`src/rtl/msync_machine_mc.sv`:
```
// Multi-channel DAQ-enable sequencer: per-channel start/stop window with post-stop tail.
// Define MSYNC_MAXLEN_EN to enable the max_len run-length limit and the timeout pulse.
module msync_machine_mc #(
    parameter int NCH   = 4,
    parameter int CNT_W = 16
) (
    input  logic             clk,
    input  logic             reset_n,
    input  logic [NCH-1:0]   start_daq,
    input  logic [NCH-1:0]   stop_daq,
    input  logic [NCH-1:0]   disable_ms,
    input  logic [CNT_W-1:0] post_len,
    input  logic [CNT_W-1:0] max_len,
    output logic [NCH-1:0]   daq_enable,
    output logic [NCH-1:0]   busy,
    output logic [NCH-1:0]   done,
    output logic [NCH-1:0]   timeout
);

    typedef enum logic [1:0] {
        ST_IDLE = 2'd0,
        ST_RUN  = 2'd1,
        ST_POST = 2'd2
    } state_t;

    localparam logic [CNT_W-1:0] ONE_C = CNT_W'(1);

    state_t           state_r       [NCH];
    state_t           state_nx_s    [NCH];
    logic [CNT_W-1:0] post_cnt_r    [NCH];
    logic [CNT_W-1:0] post_cnt_nx_s [NCH];
    logic [NCH-1:0]   busy_r;
    logic [NCH-1:0]   busy_nx_s;
    logic [NCH-1:0]   done_r;
    logic [NCH-1:0]   done_nx_s;

`ifdef MSYNC_MAXLEN_EN
    logic [CNT_W-1:0] run_cnt_r     [NCH];
    logic [CNT_W-1:0] run_cnt_nx_s  [NCH];
    logic [CNT_W-1:0] lim_r         [NCH];
    logic [CNT_W-1:0] lim_nx_s      [NCH];
    logic [NCH-1:0]   timeout_r;
    logic [NCH-1:0]   timeout_nx_s;
`else
    logic             unused_max_len_s;
    assign unused_max_len_s = ^max_len;
`endif

    // Per-channel next-state, counter updates and end-of-window pulses
    always_comb begin
        for (int i = 0; i < NCH; i++) begin
            state_nx_s[i]    = state_r[i];
            post_cnt_nx_s[i] = post_cnt_r[i];
            done_nx_s[i]     = 1'b0;
`ifdef MSYNC_MAXLEN_EN
            run_cnt_nx_s[i]  = run_cnt_r[i];
            lim_nx_s[i]      = lim_r[i];
            timeout_nx_s[i]  = 1'b0;
`endif
            case (state_r[i])
                ST_IDLE: begin
                    if (start_daq[i]) begin
                        state_nx_s[i]   = ST_RUN;
`ifdef MSYNC_MAXLEN_EN
                        run_cnt_nx_s[i] = '0;
                        lim_nx_s[i]     = max_len;
`endif
                    end else begin
                        state_nx_s[i] = ST_IDLE;
                    end
                end
                ST_RUN: begin
                    // start wins over stop and holds the run counter
                    if (start_daq[i]) begin
                        state_nx_s[i] = ST_RUN;
                    end else if (stop_daq[i]) begin
                        if (post_len != '0) begin
                            state_nx_s[i]    = ST_POST;
                            post_cnt_nx_s[i] = post_len - ONE_C;
                        end else begin
                            state_nx_s[i] = ST_IDLE;
                            done_nx_s[i]  = 1'b1;
                        end
                    end
`ifdef MSYNC_MAXLEN_EN
                    else if ((lim_r[i] != '0) && (run_cnt_r[i] == (lim_r[i] - ONE_C))) begin
                        state_nx_s[i]   = ST_IDLE;
                        done_nx_s[i]    = 1'b1;
                        timeout_nx_s[i] = 1'b1;
                    end else if (run_cnt_r[i] != '1) begin
                        run_cnt_nx_s[i] = run_cnt_r[i] + ONE_C;
                    end else begin
                        run_cnt_nx_s[i] = run_cnt_r[i];
                    end
`else
                    else begin
                        state_nx_s[i] = ST_RUN;
                    end
`endif
                end
                ST_POST: begin
                    if (start_daq[i]) begin
                        state_nx_s[i]   = ST_RUN;
`ifdef MSYNC_MAXLEN_EN
                        run_cnt_nx_s[i] = '0;
                        lim_nx_s[i]     = max_len;
`endif
                    end else if (post_cnt_r[i] == '0) begin
                        state_nx_s[i] = ST_IDLE;
                        done_nx_s[i]  = 1'b1;
                    end else begin
                        post_cnt_nx_s[i] = post_cnt_r[i] - ONE_C;
                    end
                end
                default: begin
                    state_nx_s[i] = ST_IDLE;
                end
            endcase
            busy_nx_s[i] = (state_nx_s[i] != ST_IDLE);
        end
    end

    // State, counter and output registers with synchronous active-low reset
    always_ff @(posedge clk) begin
        if (!reset_n) begin
            for (int i = 0; i < NCH; i++) begin
                state_r[i]    <= ST_IDLE;
                post_cnt_r[i] <= '0;
`ifdef MSYNC_MAXLEN_EN
                run_cnt_r[i]  <= '0;
                lim_r[i]      <= '0;
`endif
            end
            busy_r    <= '0;
            done_r    <= '0;
`ifdef MSYNC_MAXLEN_EN
            timeout_r <= '0;
`endif
        end else begin
            for (int i = 0; i < NCH; i++) begin
                state_r[i]    <= state_nx_s[i];
                post_cnt_r[i] <= post_cnt_nx_s[i];
`ifdef MSYNC_MAXLEN_EN
                run_cnt_r[i]  <= run_cnt_nx_s[i];
                lim_r[i]      <= lim_nx_s[i];
`endif
            end
            busy_r    <= busy_nx_s;
            done_r    <= done_nx_s;
`ifdef MSYNC_MAXLEN_EN
            timeout_r <= timeout_nx_s;
`endif
        end
    end

    // Bypass is combinational so disable_ms acts immediately, even in reset
    assign daq_enable = busy_r | disable_ms;
    assign busy       = busy_r;
    assign done       = done_r;
`ifdef MSYNC_MAXLEN_EN
    assign timeout    = timeout_r;
`else
    assign timeout    = {NCH{1'b0}};
`endif

endmodule
```
`config.mk`:
```
export PLATFORM = sky130hd
export DESIGN_NAME = msync_machine_mc
export DESIGN_NICKNAME = d
export VERILOG_FILES = /design/src/rtl/msync_machine_mc.sv
export SDC_FILE = /design/constraint.sdc
export NUM_CORES = 1
export LEC_CHECK = 0
export ABC_AREA = 1
export ABC_CLOCK_PERIOD_IN_PS = 2200
export CAP_MARGIN = 20
export CORE_MARGIN = 2
export CORE_UTILIZATION = 45
export CTS_BUF_LIST = sky130_fd_sc_hd__clkbuf_4 sky130_fd_sc_hd__clkbuf_8 sky130_fd_sc_hd__clkbuf_16
export DETAILED_ROUTE_END_ITERATION = 16
export PLACE_DENSITY_LB_ADDON = 0.15
export RECOVER_POWER = 100
export SETUP_SLACK_MARGIN = 0.4
export SYNTH_ARGS = -nofsm -noshare
export SYNTH_HDL_FRONTEND = slang
export SYNTH_SLANG_ARGS = --single-unit
```
`constraint.sdc`:
```
create_clock -name clk -period 2.2 [get_ports clk]
set_input_delay 0.44 -clock clk [delete_from_list [all_inputs] [get_ports clk]]
set_output_delay 0.44 -clock clk [all_outputs]
set_load 0.01 [all_outputs]
```
**Word level (Yosys, flattened, before mapping)**

Memory sizes are Yosys's and may differ from the RTL's.
Index checks and enable logic that the tools add are counted.

- Bitwise logic cells: 9
- Add/subtract/negate cells: 5
- Muxes and demuxes: 80
- Reduce and logical (&&, ||, !) cells: 13
- Equal/unequal tests: 8

Operators by type and width:

| operator | number |
|---|---|
| 16-bit 2-to-1 mux | 24 |
| 16-bit one-hot mux with 2 select lines | 4 |
| 16-bit by 1-bit subtractor with 16-bit output, second input constant | 5 |
| 16-bit zero test | 4 |
| 2-bit 2-to-1 mux | 21 |
| 2-bit one-hot mux with 3 select lines | 4 |
| 1-bit 2-to-1 mux | 23 |
| 16-bit nonzero test | 1 |
| 2-bit by 1-bit == test with 1-bit output, second input constant | 4 |
| 2-bit == test, second input constant | 4 |
| 2-bit zero test | 4 |
| 1-bit bitwise OR | 8 |
| 1-bit one-hot mux with 2 select lines | 4 |
| 2-bit nonzero test | 4 |
| 4-bit bitwise OR | 1 |

- Register bits: 8
- Bits in writable memories: 72
- Memories: 2

Memories:

| name | words | bits a word | rd ports | clocked after Yosys merged registers in | wr ports | line | text |
|---|---|---|---|---|---|---|---|
| post_cnt_r | 4 | 16 | 4 | 0 | 4 | 30 | `logic [CNT_W-1:0] post_cnt_r [NCH];` |
| state_r | 4 | 2 | 4 | 0 | 4 | 28 | `state_t state_r [NCH];` |

**Depth between registers and ports, before layout**

- Word-level depth: 6
- Mapped depth: 14
- Depth with buffers taken out: 13

**Worst setup path after synthesis**

Ideal clock, no wire load.

- Kind: in2reg
- Start point: input post_len[0]
- End point: memory post_cnt_r[3][10]
- Stages: 14
- Data required time: 2.087 ns
- Path slack: 0.521 ns
- Buffers on the path: 1
- Library setup time: 0.113 ns
- Arrival: 1.566 ns
- Cells stage by stage: inv_1 > ha_1 > inv_1 > nor2_1 > nand2_1 > nor2_8 > nand2_4 > nand2_2 > nand2_4 > nand2_4 > buf_6 > nand2_1 > nand2_1 > nor2_1

RTL lines:

| item | line | text |
|---|---|---|
| start: declaration | 12 | `input logic [CNT_W-1:0] post_len,` |
| end: declaration | 30 |  |

==> summary.md <==
| Metric | Value |
|---|---|
| Status | `finished clean` |
| Synthesized flop and latch total | `80` |
| Final HPWL DP | `13,430 um` |
| Seq/Total Area, Yosys | `between 20% and 30%` |
| Initial DRT Pass Iterations | `5` |
| Max FO, Critical Path | `9` |
| Share of synthesized cell area in full adder, half adder and majority cells | `4.284%` |
| Max incr delay on CP | `0.39 ns` |
| First-pass GRT wire length | `30,020 um` |
| IO Count | `between 60 and 70` |
| PwrDens | `607.0 nW/um2` |
| Final WS setup | `0.2080 ns` |
| Area added between synthesis and finish | `29.06%` |
| CTS tree | `yes` |
| End of the critical path | `post_cnt_r[1][5]` |
| Post-Synth XOR/XNOR Area | `under 10%` |
| # fillers | `1,348` |
| Reg2reg end | `post_cnt_r[1][5]` |
| Clock transition at path regs | `0.06 ns` |
| Clock group share of total power | `34.1%` |
| Cell taking the most area after synthesis | `dfxtp_1` |
| Placed Cells | `1,349` |
| Core ar. | `about 14,000 um2` |
| YS warnings | `0` |
| Asr flop ratio synth | `0%` |
| Cells after synthesis | `~1,100` |
| Hold Slack | `~0.45 ns` |
| VDD IR max | `between 0.0003 and 0.0004 V` |
| CP required | `2.49 ns` |
| Hold Path Stages | `3` |
| Worst r2r src | `state_r[1][1]` |
| Max Cap Viol | `0` |
| Worst-path cell chain | `dlygate4sd2_1, nor2_4, nand2_1, nor2_1, buf_12, buf_4, nand3_4, nand2_4, nor2_2, clkbuf_16, o21ai_1, nor2_1` |
| Total global-route track usage | `around a quarter` |
| Layout Nets | `1,271` |
| Number of global-route vias before repair | `6,194` |
| CTS Buf Count | `9` |
| FP Rows | `43` |
| Multiplexer share of the synthesized area | `0.1558%` |
| Crit path top cell by count | `nor2_1` |
| ANT nets after route | `0` |
| Area after DPL | `7450 um2` |
| Period minus WS final | `1.992 ns` |
| GRT overflow | `0` |
| Non-filler cells, final | `between 1,000 and 1,500` |
| Hold Vio Cnt, Final | `0` |
| Post-Syn Area per Cell | `5.889 um2` |
| Sequential cell area | `~1600 um2` |
| Synth cell types | `37` |
| IO buf count | `41` |
| Die X | `123.5 um` |
| Slowest cell on crit path | `dlygate4sd2_1` |
| CTS max path bufs | `2` |
| Die area | `15,250 um2` |
| Iter 0 DRT Violations | `approximately 500` |
| Vias per Instance | `5.140` |
| Initial core utilization | `46.11%` |
| Post-detailed-route DRC marker count | `0` |
| Slew Limit Fails | `0` |
| Startpoint types | `input port` |
| Critical Path Source | `post_len[6]` |
| Synth Flop Type | `dfxtp_1` |
| Largest family of logic cells by synthesized area | `simple AND/OR/NAND/NOR gates` |
| Simple-gate portion of the synthesized area | `49.76%` |
| Die H | `123.5 um` |
| H-tree depth | `3` |
| Compound-Gate Fraction of Synth Area | `8.393%` |
| CTS sink count | `80` |
| Post-synth top area share | `24.93%` |
| Share of layout cells above drive strength 1 | `19.95%` |
| Share of power burned in registers | `approximately 33%` |
| LEAKAGE | `just over 0.004 uW` |
| RSZ-0062 raised after global routing | `yes` |
| ANT cells | `0` |
| Final setup vio count | `0` |
| Worst-Skew Late Latency | `between 0.3 and 0.4 ns` |
| Setup crit end kind | `flop` |
| DP Worst Slack | `-0.1606 ns` |
| Post-synth EDFFs | `0` |
| Worst hold path class | `in -> reg` |
| Multi-input gate area | `4377 um2` |
| Crit share post-route | `90.54%` |
| Largest net degree at the start of global routing | `48` |
| Initial antenna violation count | `0` |
| Post-route cell area | `a little over 8000 um2` |
| Synthesized area | `roughly 6400 um2` |
| Switching share of power | `between 30% and 40%` |
| Data arrival, critical path | `around 2.3 ns` |
| Internal power | `3229 uW` |
| Area contributors post-synth | `dfxtp_1 25%, nand2_1 20%, nor2_1 11%` |
| Combinational power share | `33.3%` |
| WL final | `19,510 um` |
| Net Sw Power | `1804 uW` |
| Detailed-route wire length per cell | `14.06 um` |
| Total number of vias | `7,135` |
| Worst clock skew | `0.004867 ns` |
| Max Clk Rate | `0.5020 GHz` |
| Reg2reg path depth | `11` |
| GP Congestion | `0.9286` |
| Flop-to-flop setup slack | `0.34 ns` |
| Hold buffer count at cts | `0` |
| Root buffer cell | `clkbuf_16` |
| Worst setup path category | `in -> reg` |
[power by group through the flow]
stage | Clock (uW) | Combinational, uW | Sequential (uW)
6_report | 1720 | 1680 | 1640
5_1_grt | 1790 | 1880 | 1650
4_1_cts | 1740 | 1570 | 1640
3_5_place_dp | 0 | 1530 | 1670
3_3_place_gp | 0 | 1510 | 1670
2_1_floorplan | 0 | 1120 | 1650
[repair_timing]
item                       in CTS  in global routing
setup endpoints to repair      73                 74
buffers inserted                7                  7
pin swaps                      11                 24
cloned                          1                  8
resized for setup              45                 89
[logic make-up (layout without fill, tap and decap cells)]
| kind of cell | count (synthesis) | in the layout |
|---|---|---|
| AO/OA/AOI/OAI | 97 | 97 |
| XOR/XNOR | 12 | 12 |
| adder cells (fa/ha/maj) | 22 | 22 |
| buffers and inverters | 159 | 271 |
| flip-flops | 80 | 80 |
| multiplexers | 1 | 1 |
| other | 1 | 4 |
| AND/OR/NAND/NOR | 719 | 721 |
[Yosys cell counts (all sizes together) (6+ instances only)]
| cell | instances |
|---|---|
| nor2 | 210 |
| inv | 125 |
| nand3b | 7 |
| nor3 | 6 |
| ha | 22 |
| clkbuf | 14 |
| nand4 | 15 |
| nand2 | 359 |
| o21ai | 55 |
| buf | 19 |
| a21oi | 41 |
| dfxtp | 80 |
| xor2 | 8 |
| or2 | 7 |
| nand3 | 115 |
[layout make-up]
type,count,area share [%]
Multi-Input combinational cell,857,52.78
Sequential cell,80,19.35
Timing Repair Buffer,129,15.39
Inverter,126,5.764
Clock buffer,10,2.882
Tap cell,180,2.716
Clock inverter,6,1.117
[through the flow]
| step | total power [uW] | setup TNS, ns | utilization (%) |
|---|---|---|---|
| 2_1_floorplan | 2767 | 0 | - |
| 3_3_place_gp | 3174 | -5.649 | 53.46 |
| 3_5_place_dp | 3194 | -7.259 | 53.46 |
| 4_1_cts | 4948 | 0 | 56.95 |
| 5_1_grt | 5324 | 0 | 59.50 |
| 6_report | 5033 | 0 | 59.50 |
[state kept, by name, summed over array words and instances, names as in the netlist]
register    cells
state_r         8
done            4
busy            4
post_cnt_r     64
[placed cells by master, fill, tap and decap left out, types with 3 or more instances in the layout]
cell             instances
nor2_2                  23
clkdlybuf4s50_1         13
buf_12                   9
clkbuf_16               15
a21oi_1                 30
dlymetal6s2s_1           3
nor2_4                  11
nor3_1                   6
inv_2                   17
a21oi_2                 11
conb_1                   4
nand2_4                  6
o21ai_2                  6
nand2_8                  4
dlygate4sd2_1           10
clkbuf_1                 4
nand2_2                 26
nand2_1                325
buf_4                   67
ha_4                     4
inv_1                  106
ha_1                    16
nand4_1                 15
dfxtp_1                 78
o21ai_0                 41
xor2_1                   7
nand3_2                 11
buf_6                    4
o21ai_1                  8
nand3b_1                 7
nand3_1                102
xnor2_1                  3
or2_2                    6
nor2_1                 175
dlygate4sd3_1            8
[worst max-delay path, delay by kind of cell]
| kind | cells | cell delay, ns |
|---|---|---|
| AOI/OAI and AO/OA | 1 | 0.07 |
| buffers and inverters | 4 | 0.90 |
| and+or+nand+nor | 7 | 0.86 |
[per-layer routing]
| layer | global-route usage [%] | wire length (um) | vias up |
|---|---|---|---|
| met5 | 0 | 0 | - |
| met4 | 10.44 | 646 | 0 |
| met3 | 3.736 | 1039 | 41 |
| met2 | 41.72 | 9127 | 193 |
| met1 | 32.87 | 8698 | 3260 |
| li1 | - | - | 3641 |
[how the worst min path moves through the flow]
stage                startpoint  slack (ns)           endpoint
6_report                reset_n        0.45  post_cnt_r[2][15]
5_1_grt                 reset_n        0.48  post_cnt_r[2][15]
4_1_cts                 reset_n        0.45            done[1]
3_5_place_dp   post_cnt_r[3][0]        0.47   post_cnt_r[3][0]
3_3_place_gp   post_cnt_r[3][0]        0.45   post_cnt_r[3][0]
2_1_floorplan  post_cnt_r[3][0]        0.44   post_cnt_r[3][0]
(Power assumes the default switching activity.)
